File: src/rtl/mux_rr_arbiter.sv
// Round-robin arbiter sharing one registered 2:1 data mux between two requesters, with bounded grant hold.
// Optional grant statistics counters enabled by defining ARB_STATS_EN.
module mux_rr_arbiter #(
    parameter int unsigned WIDTH    = 4,
    parameter int unsigned MAX_HOLD = 4,
    parameter int unsigned CNT_W    = 8
) (
    input  logic             Clk,
    input  logic             Rst_n,
    input  logic             Req1,
    input  logic [WIDTH-1:0] Din1,
    input  logic             Req2,
    input  logic [WIDTH-1:0] Din2,
    output logic             Gnt1,
    output logic             Gnt2,
    output logic             Sel,
    output logic [WIDTH-1:0] Dout,
    output logic             Dout_valid
`ifdef ARB_STATS_EN
    ,
    input  logic             Clr_stats,
    output logic [CNT_W-1:0] Cnt1,
    output logic [CNT_W-1:0] Cnt2
`endif
);

    localparam int unsigned HOLD_W = (MAX_HOLD > 1) ? $clog2(MAX_HOLD) : 1;
    localparam logic [HOLD_W-1:0] HOLD_LAST = HOLD_W'(MAX_HOLD - 1);

    if (MAX_HOLD < 1 || CNT_W < 1) begin : g_bad_params
        $error("mux_rr_arbiter: MAX_HOLD and CNT_W must be >= 1");
    end

    typedef enum logic [1:0] {
        ST_IDLE   = 2'd0,
        ST_GRANT1 = 2'd1,
        ST_GRANT2 = 2'd2
    } state_t;

    state_t            r_state;
    state_t            w_state_nxt;
    logic [HOLD_W-1:0] r_hold;
    logic [HOLD_W-1:0] w_hold_nxt;
    logic              r_last2;
    logic              w_last2_nxt;
    logic              r_sel;
    logic              w_sel_nxt;
    logic [WIDTH-1:0]  r_dout;
    logic              r_dout_valid;
    logic              w_acc1;
    logic              w_acc2;

    assign w_acc1 = (r_state == ST_GRANT1) && Req1;
    assign w_acc2 = (r_state == ST_GRANT2) && Req2;

    // r_last2 = 1 means requester 2 held the mux last, so requester 1 wins a tie
    always_comb begin
        w_state_nxt = r_state;
        w_hold_nxt  = r_hold;
        w_last2_nxt = r_last2;
        unique case (r_state)
            ST_IDLE: begin
                if (Req1 && Req2)  w_state_nxt = r_last2 ? ST_GRANT1 : ST_GRANT2;
                else if (Req1)     w_state_nxt = ST_GRANT1;
                else if (Req2)     w_state_nxt = ST_GRANT2;
            end
            ST_GRANT1: begin
                if (!Req1) begin
                    w_state_nxt = Req2 ? ST_GRANT2 : ST_IDLE;
                    w_hold_nxt  = '0;
                    w_last2_nxt = 1'b0;
                end else if (r_hold == HOLD_LAST) begin
                    if (Req2) begin
                        w_state_nxt = ST_GRANT2;
                        w_hold_nxt  = '0;
                        w_last2_nxt = 1'b0;
                    end
                end else begin
                    w_hold_nxt = r_hold + 1'b1;
                end
            end
            ST_GRANT2: begin
                if (!Req2) begin
                    w_state_nxt = Req1 ? ST_GRANT1 : ST_IDLE;
                    w_hold_nxt  = '0;
                    w_last2_nxt = 1'b1;
                end else if (r_hold == HOLD_LAST) begin
                    if (Req1) begin
                        w_state_nxt = ST_GRANT1;
                        w_hold_nxt  = '0;
                        w_last2_nxt = 1'b1;
                    end
                end else begin
                    w_hold_nxt = r_hold + 1'b1;
                end
            end
            default: begin
                w_state_nxt = ST_IDLE;
                w_hold_nxt  = '0;
            end
        endcase

        w_sel_nxt = r_sel;
        if (w_state_nxt == ST_GRANT1)      w_sel_nxt = 1'b1;
        else if (w_state_nxt == ST_GRANT2) w_sel_nxt = 1'b0;
    end

    always_ff @(posedge Clk or negedge Rst_n) begin
        if (!Rst_n) begin
            r_state <= ST_IDLE;
            r_hold  <= '0;
            r_last2 <= 1'b1;
            r_sel   <= 1'b0;
        end else begin
            r_state <= w_state_nxt;
            r_hold  <= w_hold_nxt;
            r_last2 <= w_last2_nxt;
            r_sel   <= w_sel_nxt;
        end
    end

    always_ff @(posedge Clk or negedge Rst_n) begin
        if (!Rst_n) begin
            r_dout       <= '0;
            r_dout_valid <= 1'b0;
        end else if (w_acc1) begin
            r_dout       <= Din1;
            r_dout_valid <= 1'b1;
        end else if (w_acc2) begin
            r_dout       <= Din2;
            r_dout_valid <= 1'b1;
        end else begin
            r_dout_valid <= 1'b0;
        end
    end

    assign Gnt1       = (r_state == ST_GRANT1);
    assign Gnt2       = (r_state == ST_GRANT2);
    assign Sel        = r_sel;
    assign Dout       = r_dout;
    assign Dout_valid = r_dout_valid;

`ifdef ARB_STATS_EN
    logic [CNT_W-1:0] r_cnt1;
    logic [CNT_W-1:0] r_cnt2;

    // Clear takes priority over a same-cycle increment; counters stick at all-ones
    always_ff @(posedge Clk or negedge Rst_n) begin
        if (!Rst_n) begin
            r_cnt1 <= '0;
            r_cnt2 <= '0;
        end else if (Clr_stats) begin
            r_cnt1 <= '0;
            r_cnt2 <= '0;
        end else begin
            if (w_acc1 && (r_cnt1 != '1)) r_cnt1 <= r_cnt1 + 1'b1;
            if (w_acc2 && (r_cnt2 != '1)) r_cnt2 <= r_cnt2 + 1'b1;
        end
    end

    assign Cnt1 = r_cnt1;
    assign Cnt2 = r_cnt2;
`endif

endmodule
File: config.mk
export PLATFORM = sky130hd
export DESIGN_NAME = mux_rr_arbiter
export DESIGN_NICKNAME = d
export VERILOG_FILES = /design/src/rtl/mux_rr_arbiter.sv
export SDC_FILE = /design/constraint.sdc
export NUM_CORES = 1
export LEC_CHECK = 0
export ABC_AREA = 0
export CAP_MARGIN = 20
export CORE_UTILIZATION = 46
export DETAILED_ROUTE_END_ITERATION = 6
export PLACE_DENSITY = 0.81
export SLEW_MARGIN = 20
export SYNTH_ARGS = -nofsm -noshare
export SYNTH_HDL_FRONTEND = slang
export SYNTH_SLANG_ARGS = --single-unit
File: constraint.sdc
create_clock -name Clk -period 2.4 [get_ports Clk]
set_clock_uncertainty 0.1 [all_clocks]
set_input_delay 0.24 -clock Clk [delete_from_list [all_inputs] [get_ports Clk]]
set_output_delay 0.24 -clock Clk [all_outputs]
set_load 0.05 [all_outputs]
=== After elaboration in Yosys (flattened, before gate mapping) ===
Index checks and enable logic that the tools add are counted.

* Add/subtract/negate cells: 1
* Equality and inequality tests: 11
* Multiplexer cells: 32
* Bitwise logic cells: 1
* Reduce and logical (&&, ||, !) cells: 9

{| class="wikitable"
|+ Operators by type and width
! cell !! number
|-
| $mux W2 || 16
|-
| $pmux W2 S3 || 2
|-
| $mux W1 || 11
|-
| $mux W4 || 2
|-
| $ne A4 B4 Y1 const B || 2
|-
| $eq A2 B2 Y1 const B || 3
|-
| $ne A3 B2 Y1 const B || 2
|-
| $ne A3 B3 Y1 const B || 2
|-
| $reduce_bool A2 Y1 || 3
|-
| $reduce_and A5 Y1 || 1
|-
| $eq A2 B1 Y1 const B || 2
|-
| $logic_and A1 B1 Y1 || 3
|-
| $reduce_and A3 Y1 || 1
|-
| $add A2 B1 Y2 const B || 1
|-
| $logic_not A2 Y1 || 1
|-
| $pmux W1 S2 || 1
|-
| $not A1 Y1 || 1
|}

* Register bits: 11
* Input port bits: 12
* Output and inout port bits: 8

=== Logic depth before layout (Yosys ltp) ===
Gate-level depths: netlist (run 1).

* Depth in word-level cells: 7
* Mapped depth: 8

=== Worst setup path after synthesis (run 1) ===
OpenSTA, ideal clock, no wires.

* Path type: register to register
* Start point: reg r_state[0]
* End point: reg r_sel (netlist: Sel)
* Arrival: 2.360 ns
* Setup slack: -0.185 ns
* Stages on the path, launching flop included: 8
* Path buffers: 0
* Clock period less this slack: 2.585 ns
* Path through: dfrtp_1 -> inv_1 -> ha_1 -> a21oi_1 -> a311o_1 -> a31o_2 -> ha_1 -> mux2_2

* Elaborated cells between the ends (all ways): 16

{| class="wikitable"
|+ RTL lines
! element !! RTL line !! RTL
|-
| from (decl) || 40 || <nowiki>state_t r_state;</nowiki>
|-
| from (signal assigned) || 115 || <nowiki>r_state <= w_state_nxt;</nowiki>
|-
| $eq A2 B2 Y1 * || -- ||
|-
| net Gnt2 || 15 || <nowiki>output logic Gnt2,</nowiki>
|-
| $pmux W2 S3 * || 61 || <nowiki>unique case (r_state)</nowiki>
|-
| $eq A2 B1 Y1 / $eq A2 B2 Y1 (equally long branches) || 104, 105 ||
|-
| $mux W1 / $reduce_bool A2 Y1 (equally long branches) || -- ||
|-
| to (signal assigned) || 118 || <nowiki>r_sel <= w_sel_nxt;</nowiki>
|-
| to (decl) || 46 || <nowiki>logic r_sel;</nowiki>
|}

The timed path passes the listed nets; every way through them passes the cells marked *.
A chain may end at the register's enable or synchronous reset.

=== Worst setup path after layout (run 1) ===
* Start point: reg r_state[0]
* End point: reg r_sel (netlist: Sel)

* Cells in the longest elaborated chain, start to end: 6
* Elaborated cells between the ends (all ways): 16

{| class="wikitable"
|+ Ends and longest elaborated chain
! element !! RTL line
|-
| $mux W2 (on tied branches) || 88, 65, 73
|-
| $mux W2 (on tied branches) || 87, 64, 72
|-
| $mux W2 (on tied branches) || 83, 63, 68
|-
| $pmux W2 S3 * || 61
|-
| $eq A2 B1 Y1 / $eq A2 B2 Y1 (equally long branches) || 104, 105
|-
| $mux W1 / $reduce_bool A2 Y1 (equally long branches) || --
|}

Mark *: on every way between the ends. The rest lies on a longest branch, timed or not.

==> summary.md, run 1 <==
| Metric | Value |
|---|---|
| Outcome | `complete, no violations` |
| Setup-failing EPs final | `0` |
| Synth warn | `0` |
| Clk_lat worst skew | `around 270 ps` |
| All-Layer GR Usage | `22.7%` |
| Mean Syn Cell Area | `10.2 um2` |
| CP peak stage delay | `450 ps` |
| DR WL/cell | `14.7 um` |
| RSZ-0062 raised after global routing | `false` |
| Clock period minus worst slack | `2270 ps` |
| Post-DP HPWL | `~1.2 mm` |
| Largest family of logic cells by synthesized area | `compound AO/OA/AOI/OAI gates` |
| Port Buf Inserts | `19` |
| Setup CP Type | `flip-flop to flip-flop` |
| Post-route ant nets | `0` |
| Delay-heaviest family, CP | `compound AO/OA/AOI/OAI gates` |
| CTS Sinks | `11` |
| DR DRC count | `0` |
| Final hold violations | `0` |
| Pwr dens | `1270 nW/um2` |
| Setup Buffers After CTS | `0` |
| CP arrival | `2320 ps` |
| Worst r2r src | `r_state[0]$_DFF_PN0_` |
| GPL Wtd Cong | `0.856` |
| Clock Path Buffers | `2` |
| Largest net degree at the start of global routing | `12` |
| Iter 0 DRT Violations | `14` |
| Area grow syn2layout | `34.5%` |
| Clock buffer count from CTS | `3` |
| CTS clock-pin slew for the worst setup and hold paths | `70 ps` |
| H-tree depth | `1` |
| Post-Syn Area | `about 700 um2` |
| CP bufs+invs | `1` |
| Post-synthesis compound-gate area fraction | `17.4%` |
| Multiplexer share of the synthesized area | `10.9%` |
| CTS tree | `yes` |
| Crit. Startpoint | `r_state[0]$_DFF_PN0_` |
| Drt total wl | `1.59 mm` |
| Nets | `between 100 and 150` |
| Initial antenna violation count | `0` |
| RR Endpoint | `Sel$_DFFE_PN0P_` |
| Post-route core utilization | `70.0%` |
| Startpoint types | `flip-flop` |
| Clk root buf | `clkbuf_4` |
| First-pass GRT wire length | `2.40 mm` |
| Vias/cell | `~5.6` |
| TritonRoute pass-1 iters | `4` |
| Critical-path top delay cell | `dfrtp_1` |
| Worst-case reg-to-reg path depth | `7` |
| Syn nets | `88` |
| Setup TNS | `0 ps` |
| XOR/XNOR share of the synthesized area | `0%` |
| Critical path depth | `7` |
| CP Capture Type | `flip-flop` |
| Maximum vdd drop | `0.000653 V` |
| CP Cell Sequence | `inv_1, ha_4, a21oi_1, a311o_1, a31o_2, ha_1, mux2_2` |
| Initial Utilization | `52.0%` |
| Post-CTS Resized | `0` |
| Synth Area in Adders | `10.6%` |
| Slew margin rel. | `66.3%` |
| Simple-Gate Fraction of Synth Area | `around 16%` |
| Pins Over Slew Limit | `0` |
| Worst Tran Pin Value | `504 ps` |
| Yosys top cell by area | `dfrtp_1` |
| Post-synth top area share | `35.2%` |
| Reg2reg setup slack | `130 ps` |
| Max-Cap Viols | `0` |
| Die Wd | `41.3 um` |
| Die outline area | `1710 um2` |
| Register bit total from synthesis | `11` |
| Vias in the first global route | `540` |
| Antenna diodes | `0` |
| Share of cells above drive strength 1 | `between 10% and 20%` |
| Total core area | `1370 um2` |
| Grt ovf | `0` |
| Final period utilization | `a little over nine tenths` |
| I/O pin count | `20` |
| Seq/Total Area, Yosys | `38.9%` |
| Data required, critical path | `between 2000 and 2500 ps` |
| Dominant cells by area after synthesis | `dfrtp_1, ha_1, nand2_1` |
| Die Y | `41.3 um` |
| # hold bufs at CTS | `0` |
| Vias after detailed routing | `about 610` |
| CP Max Fanout | `8` |
| FMAX | `roughly 440 MHz` |
| Gate count after technology mapping | `70` |
| Worst min path class | `input port to async pin` |
| Row cnt | `13` |
| Post-synth cell types | `29` |
| Pleak | `0.440 nW` |
-- registers in the layout, summed over array words and instances, names as in the netlist --
name and flops:
Dout 4, Sel 1, Dout_valid 1, r_hold 2, r_last2 1, r_state 2
-- cell usage in the layout, fill, tap and decap left out --
cell type,instances
a21o_1,1
a21oi_1,2
a221oi_2,1
a22o_1,1
a311o_1,2
a31o_2,1
a31oi_1,2
a32oi_1,1
and2_1,2
and3_1,1
buf_4,3
clkbuf_1,1
clkbuf_4,3
clkdlybuf4s50_1,19
dfrtp_1,10
dfstp_2,1
ha_1,4
ha_2,1
ha_4,1
inv_1,4
mux2_2,2
mux2_4,1
mux2i_1,4
nand2_1,11
nand2_4,1
nand2b_1,1
nand3_1,1
nand3b_1,2
nor2_1,1
nor3b_1,1
nor4_1,1
o211ai_1,1
o21ai_0,5
-- where the power goes --
part           switching [mW]  total [mW]  internal [mW]
Clock                  0.0619       0.126         0.0643
Sequential             0.0591       0.327          0.268
Combinational           0.455       0.765          0.310
-- how the worst max path moves through the flow --
| stage | endpoint | slack [ps] |
|---|---|---|
| final | Sel$_DFFE_PN0P_ | 130 |
| after global routing | Sel$_DFFE_PN0P_ | 40 |
| after CTS | Sel$_DFFE_PN0P_ | 110 |
| after detailed placement | Sel$_DFFE_PN0P_ | 90 |
| after global placement | Sel$_DFFE_PN0P_ | 170 |
| after floorplan | Sel$_DFFE_PN0P_ | 40 |
-- per-stage QoR --
step                instances  hold WS [ps]  worst slack (ps)  total power [mW]  instance area [um2]
floorplan                  70          -156              35.5             0.859                  716
global placement          104           395               166              1.05                  920
detailed placement        104           397              85.6              1.07                  920
CTS                       108           205               106              1.21                  946
global route              108           234              38.8              1.30                  956
finish                    108           196               133              1.22                  956
-- layout make-up --
| class | instances | area (um2) |
|---|---|---|
| flip-flops and latches | 11 | 277 |
| clock buffers | 4 | 26.3 |
| fillers | 111 | 410 |
| inverters | 4 | 15.0 |
| well taps | 15 | 18.8 |
| repair buffers | 22 | 213 |
| multi-input cells | 52 | 407 |
-- cell usage after synthesis, drive strengths merged --
master,instances
ha,6
nand3,1
a21o,1
a31oi,2
a22o,1
a32oi,1
nor2,1
buf,3
a21oi,2
a221oi,1
dfstp,1
nor4,1
nand3b,2
a31o,1
nand2b,1
mux2,3
and2,2
a311o,2
o211ai,1
nor3b,1
nand2,12
dfrtp,10
inv,4
mux2i,4
o21ai,5
and3,1
-- cells by family after synthesis --
logic type | after synthesis
AO/OA/AOI/OAI | 17
adder cells (fa/ha/maj) | 6
buffers and inverters | 7
flip-flops | 11
multiplexers | 7
AND/OR/NAND/NOR | 22
-- layer usage --
layer	global-route usage (%)	routed length (um)
met1	26.4	650
met5	0	0
met3	9.57	98
met4	6.45	6
met2	37.9	834
(Power assumes the default switching activity.)
==> run 2: changes to the inputs <==
--- a/config.mk
+++ b/config.mk
@@ -8,6 +8,7 @@
 export ABC_AREA = 0
 export CAP_MARGIN = 20
 export CORE_UTILIZATION = 46
+export CTS_CLUSTER_DIAMETER = 150
 export DETAILED_ROUTE_END_ITERATION = 6
 export PLACE_DENSITY = 0.81
 export SLEW_MARGIN = 20
==> results of run 2 <==
The final DEF is identical to that of run 1; final timing and power are the same.
==> run 3: changes to the inputs <==
--- a/config.mk
+++ b/config.mk
@@ -7,6 +7,7 @@
 export LEC_CHECK = 0
 export ABC_AREA = 0
 export CAP_MARGIN = 20
+export CORE_MARGIN = 2
 export CORE_UTILIZATION = 46
 export CTS_CLUSTER_DIAMETER = 150
 export DETAILED_ROUTE_END_ITERATION = 6
==> summary.md, run 3 (synthesis gave the netlist of run 1 again) <==
| Metric | Value |
|---|---|
| Outcome | `complete, no violations` |
| Setup CP Type | `flip-flop to flip-flop` |
| Clk root buf | `clkbuf_4` |
| Setup Buffers After CTS | `0 (unchanged)` |
| DP Area | `921 um2 (+0.14%)` |
| Setup TNS | `0 ps (unchanged)` |
| CTS clock-pin slew for the worst setup and hold paths | `70 ps (about the same)` |
| Final period utilization | `93.7% (-0.75 points)` |
| Post-route ant nets | `0 (unchanged)` |
| Total core area | `1470 um2 (+7.7%)` |
| Highest-count cells in the layout ignoring fill and taps | `clkdlybuf4s50_1, nand2_1, dfrtp_1, o21ai_0` |
| Startpoint types | `flip-flop` |
| Nets | `112 (unchanged)` |
| Max-Cap Viols | `0 (unchanged)` |
| FMAX | `445 MHz (+0.80%)` |
| CP Capture Type | `flip-flop` |
| Critical-path top delay cell | `dfrtp_1` |
| Iter 0 DRT Violations | `15 (+1)` |
| Die outline area | `1880 um2 (+9.9%)` |
| Largest net degree at the start of global routing | `12 (unchanged)` |
| Final hold violations | `0 (unchanged)` |
| Antenna diodes | `0 (unchanged)` |
| Clock Path Buffers | `2 (unchanged)` |
| Pins Over Slew Limit | `0 (unchanged)` |
| CP Max Fanout | `7 (-1)` |
| Max FFs per register | `4 (unchanged)` |
| Vias/cell | `5.57 (-1.1%)` |
| Worst Tran Pin Value | `499 ps (-5.33 ps)` |
| DR WL/cell | `12.9 um (-12%)` |
| DR DRC count | `0 (unchanged)` |
| Vias after detailed routing | `607 (-0.16%)` |
| Die Y | `43.3 um (+4.8%)` |
| TritonRoute pass-1 iters | `4 (unchanged)` |
| Area grow syn2layout | `34.7%` |
| Final instance area | `957 um2 (+0.13%)` |
| RSZ-0062 raised after global routing | `false` |
| GPL Wtd Cong | `0.883 (+3.2%)` |
| Initial antenna violation count | `0 (unchanged)` |
| Maximum vdd drop | `0.000578 V (-12%)` |
| # hold bufs at CTS | `0 (unchanged)` |
| Row cnt | `14 (+1)` |
| Slew margin rel. | `66.6% (+0.36 points)` |
| Worst min path class | `input port to async pin` |
| First-pass GRT wire length | `2.48 mm (+3.5%)` |
| Placed insts | `105 (+0.96%)` |
| Initial Utilization | `48.3% (-3.7 points)` |
| Post-DP HPWL | `1.09 mm (-9.5%)` |
| Setup-failing EPs final | `0 (unchanged)` |
| Final WS setup | `151 ps (+18.0 ps)` |
| CP Cell Sequence | `inv_1, ha_2, nand2_1, a311o_1, a31o_2, ha_1, mux2_2` |
| Die Wd | `43.3 um (+4.8%)` |
| Fin cells | `109 (+0.93%)` |
| Commonest non-fill, non-tap cell in the layout | `clkdlybuf4s50_1` |
| Drt total wl | `1.41 mm (-11%)` |
| Pwr dens | `1250 nW/um2 (-1.6%)` |
| CP peak stage delay | `470 ps (+20 ps)` |
| CTS Sinks | `11 (unchanged)` |
| Port Buf Inserts | `19 (unchanged)` |
| Grt ovf | `0 (unchanged)` |
| H-tree depth | `1 (unchanged)` |
| Pleak | `0.440 nW (unchanged)` |
| Smallest hold slack | `188 ps (-8.21 ps)` |
| Share of cells above drive strength 1 | `16.1% (unchanged)` |
| Clock buffer count from CTS | `3 (unchanged)` |
| Filler cell count in the final layout | `118 (+6.3%)` |
| CP arrival | `2300 ps (-20 ps)` |
| CTS tree | `yes` |
| Worst-case reg-to-reg path depth | `7 (unchanged)` |
| All-Layer GR Usage | `18.2% (-4.4 points)` |
| Post-CTS Resized | `0 (unchanged)` |
| Data required, critical path | `2450 ps (about the same)` |
| Setup slack at placement | `124 ps (+38.9 ps)` |
| Clock period minus worst slack | `2250 ps (-18.0 ps)` |
| Vias in the first global route | `600 (+11%)` |
| Clk_lat worst skew | `270 ps (about the same)` |
| I/O pin count | `20 (unchanged)` |
## run 3: layout make-up
| type | instances | area [um2] | share of cell area (%) |
|---|---|---|---|
| tap | 16 | 20.0 | 2.09 |
| clock buffer | 4 | 26.3 | 2.75 |
| multi-input combinational | 52 | 407 | 42.5 |
| timing repair buffer | 22 | 213 | 22.2 |
| sequential | 11 | 277 | 28.9 |
| inverter | 4 | 15.0 | 1.57 |
## run 3: final timing paths
check                                     start                  end  slack (ps)
setup / recovery           r_state[1]$_DFF_PN0_      Sel$_DFFE_PN0P_         150
hold / removal                            Rst_n  Dout[0]$_DFFE_PN0P_         190
setup reg to reg           r_state[1]$_DFF_PN0_      Sel$_DFFE_PN0P_         150
hold reg to reg                 Sel$_DFFE_PN0P_      Sel$_DFFE_PN0P_         410
max in group asynchronous                 Rst_n  r_last2$_DFFE_PN1P_        1670
min in group Clk                Sel$_DFFE_PN0P_      Sel$_DFFE_PN0P_         410
## run 3: power by group
| part | total [mW] | internal (mW) | switching, mW |
|---|---|---|---|
| Clock | 0.123 | 0.0642 | 0.0585 |
| Sequential | 0.327 | 0.268 | 0.0597 |
| Combinational | 0.750 | 0.308 | 0.441 |
| Total | 1.20 | 0.640 | 0.560 |
## run 3: metal layers
layer	GRT usage (%)	wire length (um)	vias up
li1	-	-	300
met1	20.8	605	282
met2	27.8	694	21
met3	9.79	96	4
met4	9.09	12	0
met5	0	0	-
## run 3: critical path, delay by kind of cell, from the launching register on
kind / cells / cell delay, ps
and+or+nand+nor: 1 / 60
DFF: 1 / 470
AOI/OAI and AO/OA: 2 / 570
buffers and inverters: 1 / 120
muxes: 1 / 320
adders and majority gates: 2 / 500
## run 3: through the flow
step	total power, mW	utilization [%]
3_5_place_dp	1.07	62.6
3_3_place_gp	1.05	62.6
5_1_grt	1.29	65.1
6_report	1.20	65.1
4_1_cts	1.19	64.4
2_1_floorplan	0.859	-
